<file path="src/rtl/lvg_sequencer.sv">
// Command sequencer for the lvg matrix unit: takes one matrix-op command, steps lvg.instr
// through load-L, load-R and a timed mul-class opcode, then streams the 4x4 result back row by row.
module lvg_sequencer #(
  parameter int MUL_CYCLES = 14,
  parameter int ACT_CYCLES = 15,
  parameter int SETTLE     = 2
) (
  input  logic         clk,
  input  logic         rst,
  input  logic         cmd_valid,
  output logic         cmd_ready,
  input  logic [1:0]   cmd_op,
  output logic         lvg_rst,
  output logic [7:0]   instr,
  input  logic [511:0] lvg_b,
  output logic         res_valid,
  input  logic         res_ready,
  output logic [127:0] res_data,
  output logic [1:0]   res_row,
  output logic         res_last,
  output logic         busy
);

  localparam int CW = $clog2(ACT_CYCLES + 1);

  typedef enum logic [2:0] {
    ST_IDLE,
    ST_LOAD_L,
    ST_LOAD_R,
    ST_EXEC,
    ST_SETTLE,
    ST_DRAIN
  } state_t;

  state_t         state_q, state_d;
  logic [CW-1:0]  cnt_q, cnt_d;
  logic [1:0]     op_q, op_d;
  logic [7:0]     instr_q, instr_d;
  logic [1:0]     row_q, row_d;
  logic [511:0]   cap_q, cap_d;
  logic           lvg_rst_q;
  logic [CW-1:0]  hold_last;
  logic           accept;
  logic [127:0]   cap_rows [4];

  // Activation ops (op[1] set) need one extra cycle for lvg to finish.
  assign hold_last = op_q[1] ? CW'(ACT_CYCLES - 1) : CW'(MUL_CYCLES - 1);
  assign accept    = cmd_valid && cmd_ready;

  always_comb begin
    state_d = state_q;
    cnt_d   = cnt_q;
    op_d    = op_q;
    row_d   = row_q;
    cap_d   = cap_q;
    case (state_q)
      ST_IDLE: begin
        if (accept) begin
          op_d    = cmd_op;
          state_d = ST_LOAD_L;
        end
      end
      ST_LOAD_L: state_d = ST_LOAD_R;
      ST_LOAD_R: begin
        cnt_d   = '0;
        state_d = ST_EXEC;
      end
      ST_EXEC: begin
        if (cnt_q == hold_last) begin
          cnt_d   = '0;
          state_d = ST_SETTLE;
        end else begin
          cnt_d = cnt_q + 1'b1;
        end
      end
      ST_SETTLE: begin
        if (cnt_q == CW'(SETTLE - 1)) begin
          cap_d   = lvg_b;
          cnt_d   = '0;
          row_d   = '0;
          state_d = ST_DRAIN;
        end else begin
          cnt_d = cnt_q + 1'b1;
        end
      end
      ST_DRAIN: begin
        if (res_ready) begin
          if (row_q == 2'd3) begin
            row_d   = '0;
            state_d = ST_IDLE;
          end else begin
            row_d = row_q + 1'b1;
          end
        end
      end
      default: state_d = ST_IDLE;
    endcase
  end

  // instr is registered alongside the state, so it is derived from the next state.
  always_comb begin
    instr_d = 8'd0;
    case (state_d)
      ST_LOAD_L: instr_d = 8'd1;
      ST_LOAD_R: instr_d = 8'd2;
      ST_EXEC:   instr_d = 8'd5 + {6'd0, op_d};
      default:   instr_d = 8'd0;
    endcase
  end

  always_ff @(posedge clk) begin
    if (!rst) begin
      state_q   <= ST_IDLE;
      cnt_q     <= '0;
      op_q      <= '0;
      instr_q   <= '0;
      row_q     <= '0;
      cap_q     <= '0;
      lvg_rst_q <= 1'b1;
    end else begin
      state_q   <= state_d;
      cnt_q     <= cnt_d;
      op_q      <= op_d;
      instr_q   <= instr_d;
      row_q     <= row_d;
      cap_q     <= cap_d;
      lvg_rst_q <= 1'b0;
    end
  end

  genvar gi;
  generate
    for (gi = 0; gi < 4; gi++) begin : g_rows
      assign cap_rows[gi] = cap_q[gi*128 +: 128];
    end
  endgenerate

  assign cmd_ready = (state_q == ST_IDLE) && !lvg_rst_q;
  assign lvg_rst   = lvg_rst_q;
  assign instr     = instr_q;
  assign res_valid = (state_q == ST_DRAIN);
  assign res_row   = row_q;
  assign res_data  = cap_rows[row_q];
  assign res_last  = (state_q == ST_DRAIN) && (row_q == 2'd3);
  assign busy      = (state_q != ST_IDLE);

endmodule
</file>
<file path="config.mk">
export PLATFORM = sky130hd
export DESIGN_NAME = lvg_sequencer
export DESIGN_NICKNAME = d
export VERILOG_FILES = /design/src/rtl/lvg_sequencer.sv
export SDC_FILE = /design/constraint.sdc
export NUM_CORES = 1
export LEC_CHECK = 0
export ABC_AREA = 1
export BUFFER_PORTS_ARGS = -buffer_cell sky130_fd_sc_hd__buf_4
export CORE_AREA = 5 5 251 253
export DETAILED_ROUTE_END_ITERATION = 16
export DIE_AREA = 0 0 256 258
export SLEW_MARGIN = 20
export SYNTH_ARGS = -nofsm -noshare
export SYNTH_HDL_FRONTEND = slang
export SYNTH_SLANG_ARGS = --single-unit
</file>
<file path="constraint.sdc">
create_clock -name clk -period 1.8 [get_ports clk]
set_input_delay 0.09 -clock clk [delete_from_list [all_inputs] [get_ports clk]]
set_output_delay 0.09 -clock clk [all_outputs]
set_load 0.01 [all_outputs]
</file>
==> impl_metrics.tcl, run 1 <==
set metrics [dict create \
    die_area_um2 66000 \
    post-synth-top-area-cell "dfxtp_1" \
    clk_latency_ps 610 \
    cp_max_fo 24 \
    status "complete, but fails checks" \
    stdcell_count 5088 \
    synth_area_leaders "dfxtp_1 49%, nor2_1 22%, o21ai_0 14%, o21ai_1 4.0%, o22ai_1 3.7%" \
    synth_top_area_frac 0.486 \
    drt_iter0_markers 2048 \
    final_nets 4755 \
    hp-class "input port to flip-flop" \
    switching_share 0.220 \
    cts_tree "yes" \
    fin_ws_ps -336 \
    drc 0 \
    hold_ws_ps 245 \
    pin_count 661 \
    synthCells 3079 \
    fmax_mhz 468 \
    die_y_um 258 \
    end_kind "primary output" \
    ys.warnings.count 0 \
    seq_area_frac_synth 0.486 \
    finalMaxSlewViolations 0 \
    grt_pass1_vias 25000 \
    synthDistinctLibCells 24 \
    power_frac_seq 0.445 \
    synth_xor_area_frac 0.000403 \
    start_util 0.358 \
    portBuffers 656 \
    drtPass1Iterations 5 \
    avgSynthCellArea_um2 7.06 \
    h-tree-depth 2 \
    powerDensity_nw_per_um2 719 \
    dp_hpwl_um 56100 \
    leakage_uw 0.0172 \
    grt_max_degree 96 \
    clkTransAtPathRegs_ps 60 \
    place_inst 4387 \
    drv_cap 0 \
    finalSetupTns_ps -26920 \
    comb_power_share 0.089 \
    intPower_uw 20500 \
    ir_drop_uv 776 \
    synthSimpleGateAreaFrac 0.236 \
    post-route-period-util 1.19 \
    cts.sinks 528 \
    clkPwrFrac 0.466 \
    netlist_area_um2 21800 \
    drive_above_1_share 0.234 \
    num_vias 25600 \
    grt_overflow 0 \
    cts-root-buf "clkbuf_16" \
    grt_first_pass_wirelength_um 139000 \
    track_usage 0.255 \
    syn_to_final_growth_pct 68.4 \
    drt_wl_total_um 93800 \
    ant_nets 0 \
    place_ws_ps 52.1 \
    cp-start-kind "flip-flop" \
    cts_buffers 58 \
    synth.area.mux_share 0 \
    crit_required_ps 1710 \
    row_count 91 \
    setup_viol 130 \
    gp_congestion 0.848 \
    viasPerCell 5.03 \
    synth-compound-area-share 0.216 \
    synth_top_family_by_area "simple AND/OR/NAND/NOR gates" \
    die_w_um 256 \
    cp.arrival_ps 2050 \
    grt_setup_unrepaired "true" \
    antenna_found_initial 19 \
    post_drt_wl_per_cell_um 18.4 \
    hold_violations 0 \
    core_um2 60800 \
    synth_fa_ha_area_frac 0.00230 \
    synth_seq_cells 528 \
    cts_buffer_depth 3 \
    period_needed_ps 2140 \
    switchingPower_uw 5790 \
    failed_checks "setup timing" \
    clock_skew_ps 9.67 \
    critPathKind "flip-flop to primary output" \
]
## metal layers
layer  global-route usage  part of all wire
met4                0.115             0.045
met1                0.316              0.41
met3               0.0537             0.066
met5                    0           0.00029
met2                0.430              0.48
## power groups by stage
stage / Sequential (uW) / Clock, uW / Combinational (uW)
after detailed placement: 12000 / 0 / 1340
after CTS: 11700 / 12500 / 2290
after global placement: 12000 / 0 / 1350
after global routing: 11700 / 12900 / 2470
final: 11700 / 12300 / 2340
after floorplan: 12000 / 0 / 239
## Yosys cell counts
library cell,number
nand2_2,1
buf_2,105
buf_1,1
nand2_1,31
o22ai_1,128
buf_4,20
nand3b_1,1
nor3_1,3
dfxtp_1,528
inv_1,29
nand3_1,18
xor2_1,1
ha_1,4
clkbuf_1,132
a21oi_1,7
nor2_8,1
o21ai_0,594
nor2_4,1
nand4_1,3
o21ai_1,175
inv_2,2
conb_1,1
a211oi_1,1
nor2_1,1292
## worst max-delay path: stages (launching register included)
cell and delay (ps):
dfxtp_4 470, buf_16 190, buf_12 180, o21ai_0 100, o22ai_1 270, buf_4 180
## what timing repair did
item                                    in CTS  in global routing
hold buffers                               519                  0
resized for setup                           76                138
cloned                                       8                 15
setup buffers                               18                 18
pin swaps                                    7                 12
endpoints found under the hold margin      522                  0
endpoints found under the setup margin     129                426
## placed cells by master, fill, tap and decap left out, types with 2 or more instances in the layout
| cell | n |
|---|---|
| a21oi_1 | 7 |
| buf_12 | 45 |
| buf_16 | 17 |
| buf_4 | 723 |
| buf_6 | 28 |
| buf_8 | 4 |
| bufinv_16 | 5 |
| clkbuf_1 | 13 |
| clkbuf_16 | 71 |
| clkbuf_8 | 13 |
| clkinv_2 | 12 |
| clkinvlp_4 | 2 |
| conb_1 | 4 |
| dfxtp_1 | 526 |
| dfxtp_4 | 2 |
| diode_2 | 18 |
| dlygate4sd3_1 | 519 |
| ha_1 | 3 |
| inv_1 | 26 |
| inv_2 | 2 |
| inv_8 | 3 |
| nand2_1 | 30 |
| nand2_2 | 2 |
| nand3_1 | 17 |
| nand4_1 | 3 |
| nor2_1 | 1266 |
| nor2_2 | 24 |
| nor2_4 | 3 |
| nor3_1 | 3 |
| o21ai_0 | 522 |
| o21ai_1 | 234 |
| o21ai_2 | 12 |
| o22ai_1 | 103 |
| o22ai_2 | 25 |
## logic make-up after synthesis
kind of cell,Yosys count
adder cells (fa/ha/maj),4
buffers and inverters,289
flip-flops,528
other,1
AND/OR/NAND/NOR,1351
AO/OA/AOI/OAI,905
XOR/XNOR,1
## final cells by class
type	instances	area (um2)
multi-input combinational	2265	10200
inverter	31	166
fill	5219	24200
sequential	528	10600
timing repair buffer	1348	12700
tap	790	988
antenna	18	45.0
timing repair inverter	1	11.3
clock inverter	22	254
clock buffer	85	1700
## registers in the layout, indices dropped and copies added, names as in the netlist
| register | count |
|---|---|
| lvg_rst | 1 |
| state_q | 3 |
| cnt_q | 4 |
| instr | 4 |
| cap_q | 512 |
| res_row | 2 |
| op_q | 2 |
## through the flow
stage | area (um2) | power, uW | utilization
2_1_floorplan | 21800 | 12200 | -
3_3_place_gp | 28000 | 13300 | 0.460
3_5_place_dp | 28000 | 13300 | 0.460
4_1_cts | 35800 | 26500 | 0.589
5_1_grt | 36600 | 27100 | 0.602
6_report | 36600 | 26300 | 0.602
## worst paths after layout
kind                            depth (start not counted)  slack [ps]           end       start
worst max-delay path                                    5        -340  res_data[53]  res_row[0]
worst min-delay path                                    4         240    cap_q[347]  lvg_b[347]
worst max register to register                         10          30    cap_q[215]    cnt_q[1]
worst min register to register                          2         500    cap_q[207]  cap_q[207]
Note: power is estimated with default switching activity, not from simulation.
==> run 2: changes to the inputs <==
RECOVER_POWER = 25   (was default)
==> impl_metrics.tcl, run 2 (synthesis results as in run 1) <==
set metrics [dict create \
    viasPerCell 5.03 \
    finalMaxSlewViolations 0 \
    critPathMaxStageDelay_ps 470 \
    largest_reg_flops 512 \
    period_needed_ps 2130 \
    crit_required_ps 1710 \
    setup_viol 133 \
    grt_pass1_vias 25000 \
    stdcell_count 5088 \
    start_util 0.358 \
    powerDensity_nw_per_um2 719 \
    largest-register "cap_q" \
    clk_latency_ps 610 \
    ir_drop_uv 778 \
    critPathSlowestCell "dfxtp_4" \
    hold_ws_ps 244 \
    drt_wl_total_um 93900 \
    grt_overflow 0 \
    drive_above_1_share 0.232 \
    n_fill_cell 5225 \
    holdCritStartpoint "lvg_b[347]" \
    leakage_uw 0.0172 \
    dp_hpwl_um 56100 \
    clkTransAtPathRegs_ps 60 \
    cts_buffer_depth 3 \
    die_y_um 258 \
    status "complete, but fails checks" \
    cp_cell_sequence "buf_16 -> buf_12 -> o21ai_0 -> o22ai_1 -> buf_4" \
    die_w_um 256 \
    layout.cells.most_common "nor2_1" \
    num_vias 25600 \
    row_count 91 \
    r2r_slack_ps 0 \
    ant_nets 0 \
    regArea_um2 10600 \
    multiInputGateArea_um2 10200 \
    die_area_um2 66000 \
    drc 0 \
    final_nets 4755 \
    reg2reg_from "cnt_q[1]" \
    place_inst 4387 \
    failed_checks "setup timing" \
    hold_violations 0 \
    post-route-period-util 1.18 \
    syn_to_final_growth_pct 68.2 \
    finalPower_uw 26300 \
    critPathKind "flip-flop to primary output" \
    core_um2 60800 \
    hp-class "input port to flip-flop" \
    gp_congestion 0.848 \
    cts_buffers 58 \
    cp-start-kind "flip-flop" \
    grt_first_pass_wirelength_um 139000 \
    grt_max_degree 96 \
    end_kind "primary output" \
    cp_max_fo 24 \
    drtPass1Iterations 6 \
    crit_path_start "res_row[0]" \
    track_usage 0.255 \
    utilization 0.602 \
    fmax_mhz 470 \
    cts.sinks 528 \
    finalSetupTns_ps -26370 \
    cts_tree "yes" \
    drv_cap 0 \
    antenna_found_initial 19 \
    clock_skew_ps 11.9 \
    fin_ws_ps -330 \
    post_drt_wl_per_cell_um 18.5 \
    cp.arrival_ps 2040 \
    grt_setup_unrepaired "true" \
    drt_iter0_markers 2043 \
    h-tree-depth 2 \
    cts-root-buf "clkbuf_16" \
    layout_common_cells "1,266 x nor2_1, 714 x buf_4, 526 x dfxtp_1" \
    pin_count 661 \
    portBuffers 656 \
]
run 2: power by group:
group          internal (uW)  switching (uW)  total (uW)
Sequential             11700            10.0       11700
Clock                   7260            5020       12300
Combinational           1550             782        2330
run 2: what timing repair did:
item	4_1_cts	5_1_grt
resized for setup	76	138
pin swaps	7	12
setup endpoints to repair	129	426
endpoints found under the hold margin	522	0
setup buffers	18	18
hold buffers	519	0
gates cloned	8	15
run 2: metal layers:
| metal | GRT usage | vias to the layer above | routed length (um) |
|---|---|---|---|
| met5 | 0 | - | 27 |
| met4 | 0.115 | 4 | 4320 |
| met3 | 0.0537 | 265 | 6470 |
| met2 | 0.430 | 1049 | 44800 |
| met1 | 0.316 | 11800 | 38300 |
| li1 | - | 12500 | - |
run 2: per-stage QoR:
step	setup slack [ps]	instance area, um2
after floorplan	285	21800
after detailed placement	52.1	28000
after global routing	-411	36600
final	-330	36600
after global placement	90.7	28000
after CTS	-342	35800
run 2: area by class of cell:
cell class | count | area share
inverters | 31 | 0.00455
flip-flops and latches | 528 | 0.289
repair inverters | 1 | 0.000308
multi-input cells | 2265 | 0.279
clock inverters | 22 | 0.00694
well taps | 790 | 0.0270
clock buffers | 85 | 0.0466
diodes | 18 | 0.00123
repair buffers | 1348 | 0.345
run 2: critical path, delay by kind of cell (launching register included):
kind	cells	cell delay [ps]
AOI/OAI and AO/OA	2	370
DFF	1	470
buffers and inverters	3	550
run 2: path summary, 6_finish.rpt:
path	depth (start not counted)	endpoint
worst max-delay path	5	res_data[53]
worst min-delay path	4	cap_q[347]
worst max register to register	10	cap_q[511]
worst min register to register	2	cap_q[209]
